[config.mk]
export PLATFORM = sky130hd
export DESIGN_NAME = activation_pipe
export DESIGN_NICKNAME = d
export VERILOG_FILES = /design/src/rtl/act_pkg.sv /design/src/rtl/act_scale_sat.sv /design/src/rtl/activation_pipe.sv
export SDC_FILE = /design/constraint.sdc
export NUM_CORES = 1
export LEC_CHECK = 0
export CAP_MARGIN = 25
export CORE_MARGIN = 5
export CORE_UTILIZATION = 54
export DETAILED_ROUTE_END_ITERATION = 7
export PLACE_DENSITY = 0.87
export SYNTH_ARGS = -nofsm -noshare
export SYNTH_HDL_FRONTEND = slang
export SYNTH_SLANG_ARGS = --single-unit
[constraint.sdc]
create_clock -name clk -period 4 [get_ports clk]
set_input_delay 0.6 -clock clk [delete_from_list [all_inputs] [get_ports clk]]
set_output_delay 0.6 -clock clk [all_outputs]
set_load 0.005 [all_outputs]
[src/rtl/act_pkg.sv]
// Shared definitions for the activation pipeline: mode encoding and default widths.
package act_pkg;

    typedef enum logic [1:0] {
        ACT_BYPASS = 2'd0,
        ACT_RELU   = 2'd1,
        ACT_LEAKY  = 2'd2,
        ACT_CLAMP  = 2'd3
    } act_mode_e;

    localparam int DATA_W_DEF  = 8;
    localparam int ALPHA_W_DEF = 8;
    localparam int FRAC_W_DEF  = 6;
    localparam int CNT_W_DEF   = 16;

endpackage

[src/rtl/act_scale_sat.sv]
// Leak scaling: signed sample times unsigned fixed-point alpha, then round-half-up,
// arithmetic shift and saturation back to the sample width. Purely combinational.
module act_scale_sat
    import act_pkg::*;
#(
    parameter int DATA_W  = DATA_W_DEF,
    parameter int ALPHA_W = ALPHA_W_DEF,
    parameter int FRAC_W  = FRAC_W_DEF
) (
    input  logic [DATA_W-1:0]       mul_x,
    input  logic [ALPHA_W-1:0]      mul_alpha,
    output logic [DATA_W+ALPHA_W:0] mul_prod,
    input  logic [DATA_W+ALPHA_W:0] rnd_prod,
    output logic [DATA_W-1:0]       rnd_data,
    output logic                    rnd_sat
);

    localparam int PROD_W = DATA_W + ALPHA_W + 1;

    localparam logic signed [PROD_W:0] ONE    = {{PROD_W{1'b0}}, 1'b1};
    localparam logic signed [PROD_W:0] HALF   = ONE <<< (FRAC_W - 1);
    localparam logic signed [PROD_W:0] SAT_HI = (ONE <<< (DATA_W - 1)) - ONE;
    localparam logic signed [PROD_W:0] SAT_LO = -(ONE <<< (DATA_W - 1));

    logic signed [PROD_W-1:0] x_ext;
    logic signed [PROD_W-1:0] a_ext;
    logic signed [PROD_W:0]   rnd_sum;
    logic signed [PROD_W:0]   rnd_shift;

    // alpha is unsigned, so it is zero-extended before the signed multiply.
    assign x_ext    = {{(PROD_W - DATA_W){mul_x[DATA_W-1]}}, mul_x};
    assign a_ext    = {{(PROD_W - ALPHA_W){1'b0}}, mul_alpha};
    assign mul_prod = x_ext * a_ext;

    // NOTE: every combinationally driven signal gets a default first so no path infers a latch.
    always_comb begin
        rnd_sum   = $signed({rnd_prod[PROD_W-1], rnd_prod}) + HALF;
        rnd_shift = rnd_sum >>> FRAC_W;
        rnd_data  = rnd_shift[DATA_W-1:0];
        rnd_sat   = 1'b0;
        if (rnd_shift > SAT_HI) begin
            rnd_data = SAT_HI[DATA_W-1:0];
            rnd_sat  = 1'b1;
        end else if (rnd_shift < SAT_LO) begin
            rnd_data = SAT_LO[DATA_W-1:0];
            rnd_sat  = 1'b1;
        end
    end

endmodule

[src/rtl/activation_pipe.sv]
// Two-stage activation pipeline (bypass / ReLU / leaky ReLU / clamped ReLU) with
// valid/ready on both sides and a saturating count of clipped outputs.
module activation_pipe
    import act_pkg::*;
#(
    parameter int DATA_W  = DATA_W_DEF,
    parameter int ALPHA_W = ALPHA_W_DEF,
    parameter int FRAC_W  = FRAC_W_DEF,
    parameter int CNT_W   = CNT_W_DEF
) (
    input  logic               clk,
    input  logic               rst_n,
    input  logic [1:0]         cfg_mode,
    input  logic [ALPHA_W-1:0] cfg_alpha,
    input  logic [DATA_W-1:0]  cfg_clip,
    input  logic               in_valid,
    output logic               in_ready,
    input  logic [DATA_W-1:0]  in_data,
    output logic               out_valid,
    input  logic               out_ready,
    output logic [DATA_W-1:0]  out_data,
    output logic               out_sat,
    input  logic               sat_clr,
    output logic [CNT_W-1:0]   sat_count
);

    localparam int PROD_W = DATA_W + ALPHA_W + 1;

    logic              s1_valid_q,  s1_valid_d;
    act_mode_e         s1_mode_q,   s1_mode_d;
    logic [DATA_W-1:0] s1_data_q,   s1_data_d;
    logic [DATA_W-1:0] s1_clip_q,   s1_clip_d;
    logic [PROD_W-1:0] s1_prod_q,   s1_prod_d;
    logic              s2_valid_q,  s2_valid_d;
    logic [DATA_W-1:0] s2_data_q,   s2_data_d;
    logic              s2_sat_q,    s2_sat_d;
    logic [CNT_W-1:0]  sat_count_q, sat_count_d;

    logic              s1_load, s2_load, in_fire, out_fire;
    logic [PROD_W-1:0] mul_prod;
    logic [DATA_W-1:0] leak_data, res_data;
    logic              leak_sat,  res_sat;

    act_scale_sat #(
        .DATA_W  (DATA_W),
        .ALPHA_W (ALPHA_W),
        .FRAC_W  (FRAC_W)
    ) u_scale (
        .mul_x     (in_data),
        .mul_alpha (cfg_alpha),
        .mul_prod  (mul_prod),
        .rnd_prod  (s1_prod_q),
        .rnd_data  (leak_data),
        .rnd_sat   (leak_sat)
    );

    // in_ready is held low by rst_n itself, so it rises with reset release and the first edge can accept.
    always_comb begin
        s2_load  = !s2_valid_q || out_ready;
        s1_load  = !s1_valid_q || s2_load;
        in_ready = rst_n && s1_load;
        in_fire  = in_valid && in_ready;
        out_fire = s2_valid_q && out_ready;
    end

    always_comb begin
        res_data = s1_data_q;
        res_sat  = 1'b0;
        case (s1_mode_q)
            ACT_BYPASS: ;
            ACT_RELU: begin
                if (s1_data_q[DATA_W-1]) res_data = '0;
            end
            ACT_LEAKY: begin
                if (s1_data_q[DATA_W-1]) begin
                    res_data = leak_data;
                    res_sat  = leak_sat;
                end
            end
            ACT_CLAMP: begin
                if (s1_data_q[DATA_W-1])                          res_data = '0;
                else if ($signed(s1_data_q) > $signed(s1_clip_q)) res_data = s1_clip_q;
            end
            default: ;
        endcase
    end

    always_comb begin
        s1_valid_d  = s1_valid_q;
        s1_mode_d   = s1_mode_q;
        s1_data_d   = s1_data_q;
        s1_clip_d   = s1_clip_q;
        s1_prod_d   = s1_prod_q;
        s2_valid_d  = s2_valid_q;
        s2_data_d   = s2_data_q;
        s2_sat_d    = s2_sat_q;
        sat_count_d = sat_count_q;

        if (s1_load) s1_valid_d = in_fire;
        // Config is captured alongside the sample so later cfg changes never touch it.
        if (in_fire) begin
            s1_mode_d = act_mode_e'(cfg_mode);
            s1_data_d = in_data;
            s1_clip_d = cfg_clip;
            s1_prod_d = mul_prod;
        end

        if (s2_load) begin
            s2_valid_d = s1_valid_q;
            if (s1_valid_q) begin
                s2_data_d = res_data;
                s2_sat_d  = res_sat;
            end
        end

        if (sat_clr)
            sat_count_d = '0;
        else if (out_fire && s2_sat_q && !(&sat_count_q))
            sat_count_d = sat_count_q + CNT_W'(1);
    end

    // NOTE: sequential state uses non-blocking assignments only, so every flop samples pre-edge values.
    // NOTE: datapath flops are reset as well; it is a handful of bits and keeps out_data at 0 in reset.
    always_ff @(posedge clk or negedge rst_n) begin
        if (!rst_n) begin
            s1_valid_q  <= 1'b0;
            s1_mode_q   <= ACT_BYPASS;
            s1_data_q   <= '0;
            s1_clip_q   <= '0;
            s1_prod_q   <= '0;
            s2_valid_q  <= 1'b0;
            s2_data_q   <= '0;
            s2_sat_q    <= 1'b0;
            sat_count_q <= '0;
        end else begin
            s1_valid_q  <= s1_valid_d;
            s1_mode_q   <= s1_mode_d;
            s1_data_q   <= s1_data_d;
            s1_clip_q   <= s1_clip_d;
            s1_prod_q   <= s1_prod_d;
            s2_valid_q  <= s2_valid_d;
            s2_data_q   <= s2_data_d;
            s2_sat_q    <= s2_sat_d;
            sat_count_q <= sat_count_d;
        end
    end

    assign out_valid = s2_valid_q;
    assign out_data  = s2_data_q;
    assign out_sat   = s2_sat_q;
    assign sat_count = sat_count_q;

endmodule

==> results.py <==
metrics = {
    "timing": {
        "slew_headroom": 0.3091,
        "max_freq_mhz": 236.5,
        "rsz0062_at_grt": "yes",
        "worst_slew_pin_slew_ps": 1034,
        "slew_violations": 0,
        "hold_violations": 0,
        "worst_slack_ps": -228.0,
        "setup_violations": 6,
        "min_period_ps": 4228,
        "timing.final.crit_share": 1.057,
        "clock_skew_ps": 16.01,
        "fin_hold_ws_ps": 443.6,
    },
    "detailed_routing": {
        "drt_iter0_drc": 434,
        "first_pass_iters": 6,
        "drc": 0,
        "vias": 4848,
        "wl_per_cell_um": 17.97,
        "drt_wl_total_mm": 15.13,
        "ant_nets": 0,
        "viasPerCell": 5.758,
    },
    "yosys": {
        "synthCells": 592,
        "netlist_area_um2": 5255,
        "ys_seq_area_frac": 0.2714,
        "synthFlopType": "dfrtp_1",
        "yosysWarnings": 0,
        "synth_nets": 710,
        "ys_ff_latch": 57,
        "async_flop_share": 1.000,
        "avgSynthCellArea_um2": 8.877,
        "synth_edf_count": 0,
        "synth_cell_types": 60,
    },
    "global_route": {
        "grt_max_degree": 59,
        "grt_pass1_vias": 4985,
        "grt-ovfl-total": 0,
        "grt_usage": 0.2439,
        "grt_pass1_wl_mm": 22.81,
        "antenna_found_initial": 0,
    },
    "floorplan": {
        "start_util": 0.5452,
        "ioPinCount": 58,
        "dieArea_um2": 11800,
        "die_w_um": 108.7,
        "core_um2": 9639,
        "fp-row-count": 36,
        "fp.dieH_um": 108.7,
    },
    "power": {
        "worst_ir_drop_vdd_uv": 373.7,
        "pwr-share-comb": 0.579,
        "sequentialPowerShare": 0.243,
        "power_switching_w": 0.001411,
        "p_per_area_nw_per_um2": 498.9,
        "p_clk_frac": 0.178,
        "cellInternalPower_w": 0.002045,
        "p_sw_frac": 0.4084,
        "p_leak_nw": 3.206,
    },
    "worst_setup_path": {
        "cp_cell_sequence": "buf_4 -> buf_4 -> and2_1 -> fa_1 -> inv_2 -> fa_1 -> inv_1 -> ha_1 -> inv_1 -> fa_1 -> fa_2 -> nor2b_2 -> o21a_1 -> o21ai_2 -> buf_4 -> a211oi_4 -> nor3_2 -> o31ai_1",
        "crit_path_max_fanout": 7,
        "r2r_setup_slack_ps": 1360,
        "cpPeakStageDelay_ps": 490,
        "startpoint_type": "input pin",
        "slowest_stage": "fa_1",
        "cp_data_required_time_ps": 4230,
        "worstSetupEndpointType": "flip-flop",
        "arrival_ps": 4460,
        "critical_path_class": "input pin to flip-flop",
    },
    "cts": {
        "clockRootBuffer": "clkbuf_8",
        "cts.reportedPaths.clkPinSlew_ps": 80,
        "cts_tree": "built",
        "clkSinkCount": 57,
        "clock_tree.buffer_depth": 2,
        "cts_buffers": 9,
        "clk_latency_ps": 350,
        "htree_levels": 3,
    },
    "cells_and_area": {
        "multiInputGateArea_um2": 3796,
        "antenna_cells": 0,
        "instances_no_fill": 842,
        "drive_above_1_share": 0.2313,
        "syn2layout_area_growth_pct": 31.83,
        "seqCellArea_um2": 1426,
        "fin_area_um2": 6928,
        "fin_nets": 822,
        "n_fill_cell": 632,
        "final_core_util": 0.7187,
    },
    "placement": {
        "dpl.hpwl_mm": 10.37,
        "place_congestion": 0.8903,
        "io_buffers": 57,
        "dp_cells": 815,
        "dpl-instance-area_um2": 6387,
    },
    "outcome": {
        "outcome": "complete, but fails checks",
        "violations": "setup timing",
    },
    "hold_path": {
        "hold_class": "input pin to asynchronous set/reset pin",
    },
    "job": {
        "cap_violations": 0,
    },
}
==> timing repair <==
action,in CTS,in global routing
setup endpoints to repair,10,9
pin swaps,34,44
gates resized for setup,98,58
hold buffers,0,0
buffers inserted,7,5
==> registers in the layout (all words and copies together) (netlist names) <==
name,flops
s1_valid_q,1
sat_count,16
s1_mode_q,2
out_sat,1
out_valid,1
s1_clip_q,8
s1_prod_q,12
out_data,8
s1_data_q,8
==> stage by stage <==
step / setup TNS, ps / setup WS (ps) / total power, W
after global routing: -1529 / -349.3 / 0.003698
after CTS: -383.2 / -205.3 / 0.003178
after floorplan: -148.3 / -120.1 / 0.001875
after global placement: -8283 / -990.9 / 0.002390
final: -538.2 / -228.0 / 0.003456
after detailed placement: -8987 / -999.3 / 0.002452
==> final cells by class <==
cell class                      count  share of cell area
Sequential cell                    57              0.2059
Clock inverter                      7             0.01481
Inverter                           72             0.04009
Tap cell                          133             0.02402
Timing Repair Buffer              119              0.1494
Clock buffer                        9             0.01788
Multi-Input combinational cell    445              0.5480
==> kinds of logic (layout without fill, tap and decap cells) <==
| logic type | after synthesis | count (layout) | synth area share |
|---|---|---|---|
| xor gates and xnor gates | 30 | 30 | 0.05000 |
| muxes | 8 | 8 | 0.01524 |
| DFF | 57 | 57 | 0.2714 |
| adders and majority gates | 87 | 87 | 0.2586 |
| buffers and inverters | 90 | 207 | 0.06809 |
| AOI/OAI and AO/OA | 98 | 98 | 0.1274 |
| and+or+nand+nor | 222 | 222 | 0.2093 |
==> power by group through the flow <==
stage / sequential (W) / combinational (W) / clock (W)
2_1_floorplan: 0.000776 / 0.00110 / 0
3_3_place_gp: 0.000833 / 0.00156 / 0
3_5_place_dp: 0.000840 / 0.00161 / 0
4_1_cts: 0.000830 / 0.00173 / 0.000617
5_1_grt: 0.000854 / 0.00220 / 0.000646
6_report: 0.000839 / 0.00200 / 0.000615
==> per-layer routing <==
layer  wire (um)  track usage  up-vias
li1            -            -     2207
met1        5459       0.2691     2353
met2        8015       0.4475      215
met3         836      0.04559       73
met4         821       0.1199        0
met5           0            0        -
==> worst max-delay path: cells and delay by family <==
family          cells  cell delay (ps)
buf+inv             6              710
compound gates      4              830
fa+ha+maj           5             1950
simple gates        3              370
==> cell usage in the layout (no fill, tap or decap), types with 13 or more instances in the layout <==
| cell | n |
|---|---|
| and2_1 | 34 |
| xor2_1 | 16 |
| nand2_1 | 77 |
| ha_1 | 38 |
| a21oi_1 | 19 |
| fa_1 | 33 |
| xnor2_1 | 14 |
| nand4_1 | 13 |
| dfrtp_1 | 57 |
| clkdlybuf4s50_1 | 40 |
| o21ai_0 | 21 |
| buf_4 | 64 |
| inv_1 | 60 |
| nor2_1 | 35 |
==> Yosys cell counts, types with 5 or more instances <==
| cell | n | area, um^2 |
|---|---|---|
| nand2b_1 | 8 | 50.05 |
| o32a_1 | 6 | 60.06 |
| and2_1 | 42 | 262.8 |
| xnor2_1 | 14 | 122.6 |
| ha_1 | 51 | 638.1 |
| mux2i_1 | 8 | 80.08 |
| xor2_1 | 16 | 140.1 |
| o21a_1 | 5 | 37.54 |
| and3_1 | 6 | 37.54 |
| dfrtp_1 | 57 | 1426 |
| nand3_1 | 9 | 45.04 |
| nor3_1 | 7 | 35.03 |
| inv_1 | 71 | 266.5 |
| nand2_1 | 81 | 304.0 |
| nor2_1 | 37 | 138.9 |
| o21ai_0 | 26 | 130.1 |
| fa_1 | 36 | 720.7 |
| clkbuf_1 | 12 | 45.04 |
| a21oi_1 | 22 | 110.1 |
| o31ai_1 | 5 | 37.54 |
| nand4_1 | 13 | 81.33 |
==> worst paths after layout <==
| kind | startpoint | depth (start not counted) | to |
|---|---|---|---|
| max | in_data[3] | 18 | s1_prod_q[14]$_DFFE_PN0P_ |
| min | rst_n | 2 | out_data[7]$_DFFE_PN0P_ |
| max reg2reg | s1_data_q[7]$_DFFE_PN0P_ | 7 | out_data[3]$_DFFE_PN0P_ |
| min reg2reg | s1_valid_q$_DFFE_PN0N_ | 1 | out_valid$_DFFE_PN0P_ |
| max in group asynchronous | rst_n | 2 | s1_data_q[6]$_DFFE_PN0P_ |
| min in group clk | s1_valid_q$_DFFE_PN0N_ | 1 | out_valid$_DFFE_PN0P_ |
No activity file was read; power rests on OpenSTA's default activity.
